`src/rtl/branch_predictor.sv`:
```
`default_nettype none
// ============================================================================
// Module      : branch_predictor
// Description : Direct-mapped 2-bit dynamic branch predictor with EX-stage
//               mispredict detection, flush and redirect generation.
//               Optional statistics counters enabled by macro BP_STATS_EN.
// Revision    : 1.0 - initial release
// ============================================================================
module branch_predictor #(
    parameter int ENTRIES = 16
) (
    input  logic        clk_i,
    input  logic        rst_i,
    input  logic [31:0] if_pc_i,
    output logic        pred_taken_o,
    output logic [31:0] pred_target_o,
    input  logic        ex_valid_i,
    input  logic [31:0] ex_pc_i,
    input  logic        ex_taken_i,
    input  logic [31:0] ex_target_i,
    input  logic        ex_pred_taken_i,
    input  logic [31:0] ex_pred_target_i,
    input  logic        stall_i,
    output logic        flush_o,
    output logic [31:0] redirect_pc_o
`ifdef BP_STATS_EN
    ,
    output logic [31:0] br_cnt_o,
    output logic [31:0] mispred_cnt_o
`endif
);

    localparam int IDX_W = $clog2(ENTRIES);
    localparam int TAG_W = 30 - IDX_W;

    localparam logic [1:0] c_CTR_SNT = 2'b00;
    localparam logic [1:0] c_CTR_WNT = 2'b01;
    localparam logic [1:0] c_CTR_WT  = 2'b10;
    localparam logic [1:0] c_CTR_ST  = 2'b11;

    logic             r_valid  [ENTRIES];
    logic [TAG_W-1:0] r_tag    [ENTRIES];
    logic [31:0]      r_target [ENTRIES];
    logic [1:0]       r_ctr    [ENTRIES];

    logic [IDX_W-1:0] w_if_idx;
    logic [TAG_W-1:0] w_if_tag;
    logic             w_if_hit;
    logic [IDX_W-1:0] w_ex_idx;
    logic [TAG_W-1:0] w_ex_tag;
    logic             w_ex_hit;
    logic             w_train;
    logic             w_mispredict;
    logic             w_unused_ok;

    assign w_if_idx = if_pc_i[IDX_W+1:2];
    assign w_if_tag = if_pc_i[31:IDX_W+2];
    assign w_ex_idx = ex_pc_i[IDX_W+1:2];
    assign w_ex_tag = ex_pc_i[31:IDX_W+2];
    assign w_unused_ok = &{1'b0, if_pc_i[1:0], ex_pc_i[1:0]};

    // Lookup reads the registered table, so a same-cycle update shows up next cycle.
    assign w_if_hit      = r_valid[w_if_idx] && (r_tag[w_if_idx] == w_if_tag);
    assign pred_taken_o  = rst_i & w_if_hit & r_ctr[w_if_idx][1];
    assign pred_target_o = pred_taken_o ? r_target[w_if_idx] : (if_pc_i + 32'd4);

    assign w_ex_hit     = r_valid[w_ex_idx] && (r_tag[w_ex_idx] == w_ex_tag);
    assign w_train      = rst_i & ex_valid_i & ~stall_i;
    assign w_mispredict = (ex_taken_i != ex_pred_taken_i) |
                          (ex_taken_i & ex_pred_taken_i & (ex_target_i != ex_pred_target_i));
    assign flush_o       = w_train & w_mispredict;
    assign redirect_pc_o = !rst_i ? 32'd0 :
                           (ex_taken_i ? ex_target_i : (ex_pc_i + 32'd4));

    always_ff @(posedge clk_i or negedge rst_i) begin
        if (!rst_i) begin
            for (int i = 0; i < ENTRIES; i++) begin
                r_valid[i]  <= 1'b0;
                r_tag[i]    <= '0;
                r_target[i] <= 32'd0;
                r_ctr[i]    <= c_CTR_WNT;
            end
        end else if (w_train) begin
            if (w_ex_hit) begin
                if (ex_taken_i) begin
                    r_target[w_ex_idx] <= ex_target_i;
                    if (r_ctr[w_ex_idx] != c_CTR_ST)
                        r_ctr[w_ex_idx] <= r_ctr[w_ex_idx] + 2'd1;
                end else if (r_ctr[w_ex_idx] != c_CTR_SNT) begin
                    r_ctr[w_ex_idx] <= r_ctr[w_ex_idx] - 2'd1;
                end
            end else if (ex_taken_i) begin
                // Not-taken misses never allocate, so aliases survive them.
                r_valid[w_ex_idx]  <= 1'b1;
                r_tag[w_ex_idx]    <= w_ex_tag;
                r_target[w_ex_idx] <= ex_target_i;
                r_ctr[w_ex_idx]    <= c_CTR_WT;
            end
        end
    end

`ifdef BP_STATS_EN
    logic [31:0] r_br_cnt;
    logic [31:0] r_mispred_cnt;

    always_ff @(posedge clk_i or negedge rst_i) begin
        if (!rst_i) begin
            r_br_cnt      <= 32'd0;
            r_mispred_cnt <= 32'd0;
        end else begin
            if (w_train && (r_br_cnt != 32'hFFFF_FFFF))
                r_br_cnt <= r_br_cnt + 32'd1;
            if (flush_o && (r_mispred_cnt != 32'hFFFF_FFFF))
                r_mispred_cnt <= r_mispred_cnt + 32'd1;
        end
    end

    assign br_cnt_o      = r_br_cnt;
    assign mispred_cnt_o = r_mispred_cnt;
`endif

endmodule
`default_nettype wire

```
`config.mk`:
```
export PLATFORM = sky130hd
export DESIGN_NAME = branch_predictor
export DESIGN_NICKNAME = d
export VERILOG_FILES = /design/src/rtl/branch_predictor.sv
export SDC_FILE = /design/constraint.sdc
export NUM_CORES = 2
export LEC_CHECK = 0
export BUFFER_PORTS_ARGS = -buffer_cell sky130_fd_sc_hd__clkbuf_2
export CAP_MARGIN = 40
export CELL_PAD_IN_SITES_DETAIL_PLACEMENT = 1
export CELL_PAD_IN_SITES_GLOBAL_PLACEMENT = 2
export CORE_MARGIN = 8
export CORE_UTILIZATION = 46
export DETAILED_ROUTE_END_ITERATION = 8
export GPL_TIMING_DRIVEN = 0
export PLACE_DENSITY = 0.88
export SYNTH_ARGS = -nofsm -noshare
export SYNTH_HDL_FRONTEND = slang
export SYNTH_SLANG_ARGS = --single-unit
```
`constraint.sdc`:
```
create_clock -name clk_i -period 8.2 [get_ports clk_i]
set_input_delay 1.64 -clock clk_i [delete_from_list [all_inputs] [get_ports clk_i]]
set_output_delay 1.64 -clock clk_i [all_outputs]
set_load 0.1 [all_outputs]
```
Yosys cells after proc, flatten, opt, wreduce, memory -nomap -nowiden:

Cells that the tools add are included.

* add/subtract/negate cells: 4
* magnitude comparators: 3
* equal/unequal tests: 6
* muxes and demuxes: 41
* bitwise operators: 16
* reductions and logical operators: 9

Operators with widths (count)
* $bwmux 512: 1
* $bwmux 416: 1
* $mux 32: 11
* $bmux 26 s4: 2
* $mux 26: 5
* $bmux 32 s4: 1
* $demux 32 s4: 1
* $demux 26 s4: 1
* $add 32x3->32 const B: 2
* $bwmux 32: 2
* $eq 26x26->1: 2
* $ne 32x32->1: 1
* $or 16x16->16: 2
* $and 16x16->16: 1
* $bmux 2 s4: 2
* $not 16->16: 1
* $ge 5x5->1 const B: 2
* $mux 2: 5
* $not 4->5: 2
* $bmux 1 s4: 2
* $demux 2 s4: 1
* $and 1x1->1: 7
* $reduce_bool 2->1: 3
* $lt 5x1->1 const B: 1
* 13 further kinds: 20

* register bits after elaboration: 976
* word-level logic and storage cells: 143

Longest topological paths before layout:

* word-level depth: 9
* depth in mapped cells: 16
* mapped depth without buffers: 10

Least setup slack after synthesis:

No wires, ideal clock.

* kind: input to output
* start point: in if_pc_i[2]
* end point: out pred_target_o[22]
* arrival: 6729 ps
* data required time: 6560 ps
* setup slack: -169 ps
* stages: 12
* path through: buf_2 buf_2 buf_2 buf_2 mux4_2 mux4_2 xnor2_1 nand4_1 nor4_2 clkbuf_1 nand2_1 o21ai_0

* longest elaborated chain between the ends: 9
* elaborated cells between the ends (all ways): 19
* those cells by class: add/sub: 1; eq/ne: 1; mux: 13; bitwise: 3; reduce/logical: 1

Ends and longest elaborated chain
* start: declaration: RTL line 14 `input logic [31:0] if_pc_i,`
* $not 4->5 (not written as such) *: RTL line 63, 64
* $bmux 26 s4: RTL line 63 `assign w_if_hit = r_valid[w_if_idx] && (r_tag[w_if_idx] == w_if_tag);`
* $mux 26 (not written as such) (2 in series): RTL line 63
* $eq 26x26->1: RTL line 63
* $logic_and 1x1->1: RTL line 63
* $and 1x1->1: RTL line 64 `assign pred_taken_o = rst_i & w_if_hit & r_ctr[w_if_idx][1];`
* $and 1x1->1 *: RTL line 64
* net pred_taken_o: RTL line 15 `output logic pred_taken_o,`
* $mux 32 *: RTL line 65 `assign pred_target_o = pred_taken_o ? r_target[w_if_idx] : (if_pc_i + 32'd4);`
* end: declaration: RTL line 16 `output logic [31:0] pred_target_o,`

Mark *: on every way through the listed nets, which the timed path passes. The rest lies on a longest branch. The select of a mux whose other input is x is not followed.

Worst setup path after layout:

* start point: in if_pc_i[4]
* end point: out pred_target_o[31]

* longest elaborated chain between the ends: 9
* elaborated cells between the ends (all ways): 19
* those cells by class: add/sub: 1; eq/ne: 1; mux: 13; bitwise: 3; reduce/logical: 1

Ends and longest elaborated chain (RTL line)
* $not 4->5 (not written as such): 63, 64, 65
* $bmux 26 s4: 63
* $mux 26 (not written as such) (2 in series): 63
* $eq 26x26->1: 63
* $logic_and 1x1->1: 63
* $and 1x1->1 (2 in series): 64
* $mux 32 *: 65

Every way passes the cells marked *; elsewhere a longest branch is shown, timed or not. The select of a mux whose other input is x is not followed.

==> flow_summary.ini <==
[timing]
fin_worst_skew_ps = 25.1
setup_viol = 0
drv_slew = 0
fmax_ghz = 0.123
period_minus_slack_ps = 8100
rsz0062_at_grt = false
hold_viol = 0
fin_crit_sh = 0.988
relSlewSlack = 0.313
worstMarginPinSlew_ps = 1030

[global_routing]
grt_pass1_vias = 37195
antenna_found_initial = 15
gr-usage-all-layers = 0.308
gr-total-overflow = 0
grt_first_pass_wirelength_um = 272000
grt_max_degree = 106

[pwr]
netSwitchingPower_mw = 3.38
pwr-share-clk = 0.407
p_int_mw = 9.01
seqPwrFrac = 0.443
power_frac_comb = 0.151
p_per_area_mw_per_mm2 = 213
sw_frac_of_total = 0.273
leakagePower_nw = 26.6
ir_drop_mv = 0.212

[route]
first_iter_violations = 3396
wl_per_cell_um = 35.6
first_pass_iters = 5
drcViolationCount = 0
drt-total-wl_um = 189000
vias = 34875
ant_nets = 0
viasPerCell = 6.59

[worst_setup_path]
worst-path-buf-inv = 6
cpMaxStageDelayCell = clkbuf_4
critical_path.startpoint_type = input port
worst_ep_required_time_ps = 6560
crit_type = input port to output port
cp_top_family = buffers and inverters
cp-end-kind = output port
crit_chain = clkbuf_2, buf_4, buf_6, buf_4, buf_4, and4_1, and4_1, and4_1, nor2b_2, nand3_1, nor2_1, nand3_1, xor2_2, o21ai_1, clkbuf_4
cpPeakStageDelay_ps = 430
cp_max_fo = 10
cp.arrival_ps = 6460

[placement]
place_congestion = 0.942
hpwl_um = 134000
port_buffers = 155
dpl_cell_area_mm2 = 0.0543

[logic_synthesis]
synthTopCellsByCount = dfrtp_1 (960), mux2_2 (951), mux4_2 (386)
ys.flop_type = dfrtp_1
synth_top_area_cell = dfrtp_1
syn_area_mm2 = 0.0507
netlist.area_leader.share = 0.474
synth_cell_type_count = 68
synth.most_common_cell = dfrtp_1
post_synth_inst_count = 3453
synth_area_leaders = dfrtp_1 (47%), mux2_2 (21%), mux4_2 (17%)
ys_ff_latch = 976
synth_nets = 3595
yosys_warnings = 0
syn_avg_cell_area_um2 = 14.7
synth_edf_count = 0
async_flop_share = 1.00
ys_seq_area_frac = 0.482

[clocking]
cts.reportedPaths.clkPinSlew_ps = 60
hold_buffers = 0
cts_sinks = 976
numCtsBuffers = 105
cts_tree = yes
h-tree-depth = 3
clockRootBuffer = clkbuf_16
clk_path_buf_depth = 3
insertion_delay_ps = 710

[floorplan]
die_x_um = 348
initial_core_util = 0.465
core_mm2 = 0.109
die_h_um = 348
ioPinCount = 200
die-area_mm2 = 0.121
placementRows = 121

[final_layout]
fillers = 10477
drive_gt1_frac = 0.490
finalNetCount = 3928
final_area_mm2 = 0.0580
layout-area-overhead-vs-synth_pct = 14.5
multi_input_area_mm2 = 0.0247
seq_area_mm2 = 0.0244
utilization = 0.532

[worst_hold_path]
min_path_type = register to register

[job]
cap_violations = 0

[run_status]
status = finished, final reports clean
[worst min-delay path, stage by stage, from the launching register on]
cell     delay [ps]
dfstp_2         370
inv_1            50
mux2i_1          60
[repair_timing]
item	in CTS	in global routing
pin swaps	1	0
setup endpoints to repair	51	29
buffers inserted	1	0
gates resized for setup	32	32
[worst paths after layout]
kind	end	slack [ps]	start	depth (start not counted)
setup / recovery	pred_target_o[31]	100	if_pc_i[4]	15
hold / removal	r_ctr[12]	490	r_ctr[12]	2
setup reg to reg	r_tag[410]	3590	r_tag[256]	11
hold reg to reg	r_ctr[12]	490	r_ctr[12]	2
max in group asynchronous	r_tag[266]	4820	rst_i	5
min in group asynchronous	r_target[115]	940	rst_i	1
[layout by cell type, fill, tap and decap left out, drive strengths merged, types with 5 or more instances in the layout]
cell type,netlist,routed
a21oi,5,5
a22oi,22,22
and2,33,33
and3,12,12
buf,132,208
bufinv,0,11
clkbuf,208,510
clkinv,0,18
clkinvlp,0,6
dfrtp,960,960
dfstp,16,16
diode,0,6
ha,8,8
inv,23,27
mux2,977,977
mux2i,65,65
mux4,386,386
nand2,141,141
nand2b,22,22
nand3,45,45
nand4,29,29
nor2,42,42
nor2b,13,13
nor3,8,8
nor4,11,11
o21ai,72,72
o22ai,25,25
or3,5,5
xnor2,90,90
xor2,46,46
[routing by layer]
layer,up-vias,wire [um],global-route usage
met5,-,78,0
met4,12,10800,0.154
met3,522,18800,0.0909
met2,1901,86400,0.476
met1,18801,72500,0.397
li1,13639,-,-
[metrics by stage]
step / std cells / setup WS, ps / TNS (ps) / total power [mW] / hold slack (ps)
after global routing: 5286 / 19.9 / 0 / 12.7 / 511
after CTS: 5283 / 0.886 / 0 / 12.4 / 479
after detailed placement: 5093 / -1250 / -39630 / 7.38 / 469
after global placement: 5022 / -18710 / - / 7.26 / 467
after floorplan: 3453 / 132 / 0 / 6.64 / 442
final: 5292 / 98.3 / 0 / 12.4 / 485
[cell families (layout without fill, tap and decap cells)]
group           after synthesis  count (layout)  share of synthesized area
mux                        1428            1428                      0.401
flops                       976             976                      0.482
other cells                   0               6                          0
fa+ha+maj                     8               8                    0.00198
buf+inv                     363             782                     0.0307
xor+xnor                    136             136                     0.0235
simple gates                381             381                     0.0386
compound gates              161             161                     0.0215
[power groups by stage]
stage / clock, mW / combinational, mW / sequential (mW)
5_1_grt: 5.25 / 1.95 / 5.52
2_1_floorplan: 0 / 1.19 / 5.45
4_1_cts: 5.09 / 1.85 / 5.47
6_report: 5.04 / 1.87 / 5.48
3_3_place_gp: 0 / 1.74 / 5.53
3_5_place_dp: 0 / 1.83 / 5.55
[cell type report]
| type | count | share of cell area |
|---|---|---|
| multi-input cells | 2114 | 0.426 |
| flip-flops and latches | 976 | 0.421 |
| clock buffers | 154 | 0.0537 |
| repair buffers | 230 | 0.0322 |
| well taps | 1414 | 0.0305 |
| plain buffers | 336 | 0.0263 |
| clock inverters | 39 | 0.00869 |
| inverters | 23 | 0.00149 |
| diodes | 6 | 0.000259 |
[registers in the layout (all words and copies together) (netlist names)]
signal    cells
r_ctr        32
r_tag       416
r_target    512
r_valid      16
No activity file was read; power rests on OpenSTA's default activity.
